### src/rtl/fetch_stage.sv
// Instruction-fetch stage for the pipelined RV64 core: owns the PC, addresses the
// combinational instruction memory and latches the fetched word into the IF/ID register.
module fetch_stage #(
    parameter int              XLEN      = 64,
    parameter logic [XLEN-1:0] RESET_PC  = '0,
    parameter logic [31:0]     NOP_INSTR = 32'h0000_0013
) (
    input  logic            clk,
    input  logic            reset_n,
    input  logic            stall_i,
    input  logic            redirect_i,
    input  logic [XLEN-1:0] redirect_pc_i,
    output logic [XLEN-3:0] imem_addr_o,
    input  logic [31:0]     imem_instr_i,
    output logic [XLEN-1:0] pc_o,
    output logic            if_id_valid_o,
    output logic [XLEN-1:0] if_id_pc_o,
    output logic [XLEN-1:0] if_id_pc4_o,
    output logic [31:0]     if_id_instr_o,
    output logic            misalign_o,
    output logic [31:0]     fetch_count_o
);

    typedef enum logic {
        ST_BOOT = 1'b0,
        ST_RUN  = 1'b1
    } state_t;

    state_t          r_state;
    state_t          w_state_next;
    logic            w_do_redirect;
    logic            w_do_advance;

    logic [XLEN-1:0] r_pc;
    logic            r_if_id_valid;
    logic [XLEN-1:0] r_if_id_pc;
    logic [XLEN-1:0] r_if_id_pc4;
    logic [31:0]     r_if_id_instr;
    logic            r_misalign;
    logic [31:0]     r_fetch_count;

    logic [XLEN-1:0] w_pc_plus4;
    logic [XLEN-1:0] w_redirect_target;
    logic            w_target_misaligned;
    logic            w_count_saturated;

    assign w_pc_plus4          = r_pc + XLEN'(4);
    assign w_redirect_target   = {redirect_pc_i[XLEN-1:2], 2'b00};
    assign w_target_misaligned = |redirect_pc_i[1:0];
    assign w_count_saturated   = &r_fetch_count;

    always_ff @(posedge clk or negedge reset_n) begin
        if (!reset_n) begin
            r_state <= ST_BOOT;
        end else begin
            r_state <= w_state_next;
        end
    end

    // BOOT gives the instruction memory one settled cycle; control inputs are ignored there.
    always_comb begin
        w_state_next  = r_state;
        w_do_redirect = 1'b0;
        w_do_advance  = 1'b0;
        case (r_state)
            ST_BOOT: begin
                w_state_next = ST_RUN;
            end
            ST_RUN: begin
                if (redirect_i) begin
                    w_do_redirect = 1'b1;
                end else if (!stall_i) begin
                    w_do_advance = 1'b1;
                end
            end
            default: begin
                w_state_next = ST_BOOT;
            end
        endcase
    end

    always_ff @(posedge clk or negedge reset_n) begin
        if (!reset_n) begin
            r_pc          <= RESET_PC;
            r_if_id_valid <= 1'b0;
            r_if_id_pc    <= '0;
            r_if_id_pc4   <= '0;
            r_if_id_instr <= NOP_INSTR;
            r_misalign    <= 1'b0;
            r_fetch_count <= '0;
        end else if (w_do_redirect) begin
            // Bubble keeps the old pc/pc4 fields; only valid and instr are cleared.
            r_pc          <= w_redirect_target;
            r_if_id_valid <= 1'b0;
            r_if_id_instr <= NOP_INSTR;
            if (w_target_misaligned) begin
                r_misalign <= 1'b1;
            end
        end else if (w_do_advance) begin
            r_pc          <= w_pc_plus4;
            r_if_id_valid <= 1'b1;
            r_if_id_pc    <= r_pc;
            r_if_id_pc4   <= w_pc_plus4;
            r_if_id_instr <= imem_instr_i;
            if (!w_count_saturated) begin
                r_fetch_count <= r_fetch_count + 32'd1;
            end
        end
    end

    assign imem_addr_o   = r_pc[XLEN-1:2];
    assign pc_o          = r_pc;
    assign if_id_valid_o = r_if_id_valid;
    assign if_id_pc_o    = r_if_id_pc;
    assign if_id_pc4_o   = r_if_id_pc4;
    assign if_id_instr_o = r_if_id_instr;
    assign misalign_o    = r_misalign;
    assign fetch_count_o = r_fetch_count;

endmodule

### config.mk
export PLATFORM = sky130hd
export DESIGN_NAME = fetch_stage
export DESIGN_NICKNAME = d
export VERILOG_FILES = /design/src/rtl/fetch_stage.sv
export SDC_FILE = /design/constraint.sdc
export NUM_CORES = 1
export LEC_CHECK = 0
export ABC_AREA = 1
export CORE_MARGIN = 4
export CORE_UTILIZATION = 44
export CTS_BUF_LIST = sky130_fd_sc_hd__clkbuf_8
export DETAILED_ROUTE_END_ITERATION = 10
export PLACE_DENSITY = 0.87
export SLEW_MARGIN = 0
export SYNTH_ARGS = -nofsm -noshare
export SYNTH_HDL_FRONTEND = slang
export SYNTH_SLANG_ARGS = --single-unit
### constraint.sdc
create_clock -name clk -period 1.9 [get_ports clk]
set_input_delay 0.285 -clock clk [delete_from_list [all_inputs] [get_ports clk]]
set_output_delay 0.285 -clock clk [all_outputs]
set_load 0.03 [all_outputs]
==> impl_metrics.py <==
metrics = {
    "sta": {
        "fmaxAchievable_mhz": 536,
        "timing.final.max_slew_violations": 0,
        "tns_ns": 0,
        "setup_viol": 0,
        "hold_viol": 0,
        "skew_ns": 0.0262,
        "rsz0062_at_grt": "yes",
        "period_share_pct": 98.2,
        "min_period_ns": 1.87,
    },
    "logic_synthesis": {
        "synthCells": 1720,
        "synth_ff_type": "dfrtp_1",
        "synth_edf_count": 0,
        "synth_cell_types": 37,
        "yosysWarningCount": 0,
        "async_flop_share_pct": 100,
        "yosysTopAreaCellShare_pct": 48.0,
        "yosys.area.top_type": "dfrtp_1",
        "synthTopCellsByCount": "685 x nand2_1, 250 x dfrtp_1, 151 x nor2_1",
        "netlist_area_sq_um": 13000,
        "synth.area.top_cells": "dfrtp_1 48%, nand2_1 20%, nor2_1 4.3%",
        "yosysMostFrequentCell": "nand2_1",
        "ys_seq_area_share_pct": 48.6,
        "synth.avg_cell_area_sq_um": 7.58,
        "ys_ff_latch": 253,
    },
    "routing": {
        "avgRoutedWirePerCell_microns": 19.3,
        "route.met2.wl_microns": 23200,
        "post-route-drc-count": 0,
        "drt-vias-per-instance": 5.24,
        "wl_met1_microns": 20500,
        "met3_length_microns": 4260,
        "vias": 13500,
        "antenna_left": 0,
        "top_layer": "met4",
        "firstDrtPassIters": 5,
        "drtIter0Drc": 1137,
        "routed_wl_microns": 49800,
    },
    "cts": {
        "cts_root_buf": "clkbuf_8",
        "path_clk_slew_ns": 0.06,
        "cts_max_level": 2,
        "tritoncts": "built",
        "cts.sinks": 253,
        "clockBufferDepth": 3,
        "numCtsBuffers": 42,
        "clk_latency_ns": 0.56,
    },
    "worst_hold_path": {
        "worst_hold_path_type": "input port to async pin",
    },
    "cells_and_area": {
        "syn_to_final_growth_pct": 43.8,
        "fin_nets": 2275,
        "final_cell_area_sq_um": 18800,
        "drive_gt1_share_pct": 11.3,
        "nFillCells": 2471,
        "post-route-util_pct": 64.8,
    },
    "setup_path": {
        "worstPathRequired_ns": 1.62,
        "cp-end-kind": "primary output",
        "critPathMaxFanout": 2,
        "worst_setup_path_start_kind": "register",
        "worstSetupPathType": "register to primary output",
        "crit_chain": "clkdlybuf4s50_1",
        "slowest_delay_ns": 0.68,
        "cp_slowest_cell": "clkdlybuf4s50_1",
        "worst_ep_arrival_time_ns": 1.58,
        "cp_top_family": "buffers and inverters",
        "crit_buf_inv": 1,
    },
    "power_and_ir_drop": {
        "pwr_density_cell_nw_per_um2": 976,
        "p_total_w": 0.0183,
        "internal_power_w": 0.0111,
        "leakagePower_nw": 10.6,
        "switching_share_pct": 39.5,
        "combPwrFrac_pct": 34.9,
        "p_switching_w": 0.00723,
        "ir_worst_vdd_v": 0.000653,
        "power.share.clock_pct": 26.8,
        "seq_power_share_pct": 38.2,
    },
    "placement": {
        "post_dp_cell_area_sq_um": 17900,
        "dp_hpwl_microns": 38300,
        "portBuffers": 413,
        "place_congestion": 0.924,
    },
    "global_route": {
        "antenna_found_initial": 1,
        "grt_pass1_vias": 13700,
        "gr-total-overflow": 0,
        "grt_pass1_wl_microns": 78000,
        "groute.usage.overall_pct": 29.7,
        "grt_max_degree": 69,
    },
    "floorplanning": {
        "io_pins": 420,
        "start_util_pct": 45.1,
        "die_h_microns": 180,
        "rows": 62,
        "die_area_sq_um": 32500,
        "core_area_sq_um": 28900,
        "die_width_microns": 180,
    },
    "job": {
        "max_cap_violations": 0,
    },
    "outcome": {
        "status": "completed",
    },
}
## state kept, by name, summed over array words and instances, names as in the netlist
signal,flops
if_id_pc4_o,62
if_id_valid_o,1
pc_o,62
if_id_pc_o,62
fetch_count_o,32
r_state,1
misalign_o,1
if_id_instr_o,32
## power by group through the flow
stage | logic (W) | registers (W) | clock network (W)
6_report | 0.00640 | 0.00700 | 0.00491
2_1_floorplan | 0.00203 | 0.00873 | 0
4_1_cts | 0.00646 | 0.00700 | 0.00497
3_3_place_gp | 0.00687 | 0.00707 | 0
3_5_place_dp | 0.00697 | 0.00709 | 0
5_1_grt | 0.00680 | 0.00711 | 0.00523
## cells by family (layout without fill, tap and decap cells)
family / count (synthesis) / in the layout / synth area share [%]
buffers and inverters: 265 / 742 / 9.93
DFF: 253 / 253 / 48.6
AOI/OAI and AO/OA: 173 / 173 / 7.94
xor gates and xnor gates: 19 / 19 / 1.28
adders and majority gates: 2 / 2 / 0.192
and+or+nand+nor: 1006 / 1006 / 32.0
other: 2 / 8 / 0.0576
## layer usage
metal  global-route usage, %  up-vias
met5                       0        -
met4                    10.3        0
met3                    6.54      139
met2                    48.2      696
met1                    39.7     6458
li1                        -     6253
## worst reg2reg max path, cell delays in order (launching register included)
cell	delay, ns
dfrtp_1	0.45
nand2_1	0.13
nor2_2	0.21
nand3_1	0.23
nor2_2	0.24
buf_4	0.17
nand2_1	0.06
nand3_1	0.10
o211ai_1	0.09
## cell usage in the layout, fill, tap and decap left out, types with 17 or more instances in the layout
cell type | synthesis | layout
a22o_1 | 29 | 29
buf_4 | 71 | 96
clkbuf_8 | 0 | 53
clkdlybuf4s50_1 | 0 | 111
dfrtp_1 | 250 | 247
dlygate4sd2_1 | 0 | 223
dlymetal6s2s_1 | 0 | 68
inv_1 | 139 | 151
nand2_1 | 685 | 679
nand2_2 | 13 | 17
nand3_1 | 99 | 98
nor2_1 | 151 | 143
nor2_2 | 14 | 19
o211ai_1 | 17 | 17
o21ai_0 | 101 | 100
## final timing paths
| path | from | endpoint | slack, ns | depth (start not counted) |
|---|---|---|---|---|
| worst max-delay path | if_id_instr_o[28] | if_id_instr_o[28] | 0.03 | 1 |
| worst min-delay path | reset_n | fetch_count_o[4] | 0.24 | 2 |
| worst max register to register | pc_o[5] | pc_o[19] | 0.09 | 8 |
| worst min register to register | if_id_pc4_o[12] | if_id_pc4_o[12] | 0.48 | 2 |
| max in group asynchronous | reset_n | if_id_instr_o[11] | 0.94 | 3 |
| min in group clk | redirect_pc_i[38] | pc_o[38] | 0.30 | 3 |
## cell type report
type	instances	area, sq um	area share, %
antenna	1	2.50	0.0133
inverter	145	548	2.92
clock inverter	20	114	0.607
timing repair buffer	524	5030	26.8
tap	384	480	2.56
sequential	253	6340	33.8
clock buffer	53	729	3.89
multi-input combinational	1207	5510	29.4
## per-stage QoR
step / instances / worst slack, ns / hold WS, ns
finish: 2587 / 0.0334 / 0.242
global route: 2587 / -0.0364 / 0.272
CTS: 2584 / 0.000115 / 0.234
detailed placement: 2510 / 0.0226 / 0.210
global placement: 2510 / 0.0578 / 0.211
floorplan: 1725 / 0.0443 / -0.0106
## timing repair
action,4_1_cts,5_1_grt
pin swaps,0,3
hold buffers,1,0
hold endpoints to repair,59,0
resized for setup,238,100
endpoints found under the setup margin,233,130
buffers inserted,0,2
Power figures use the tool's default switching activity.
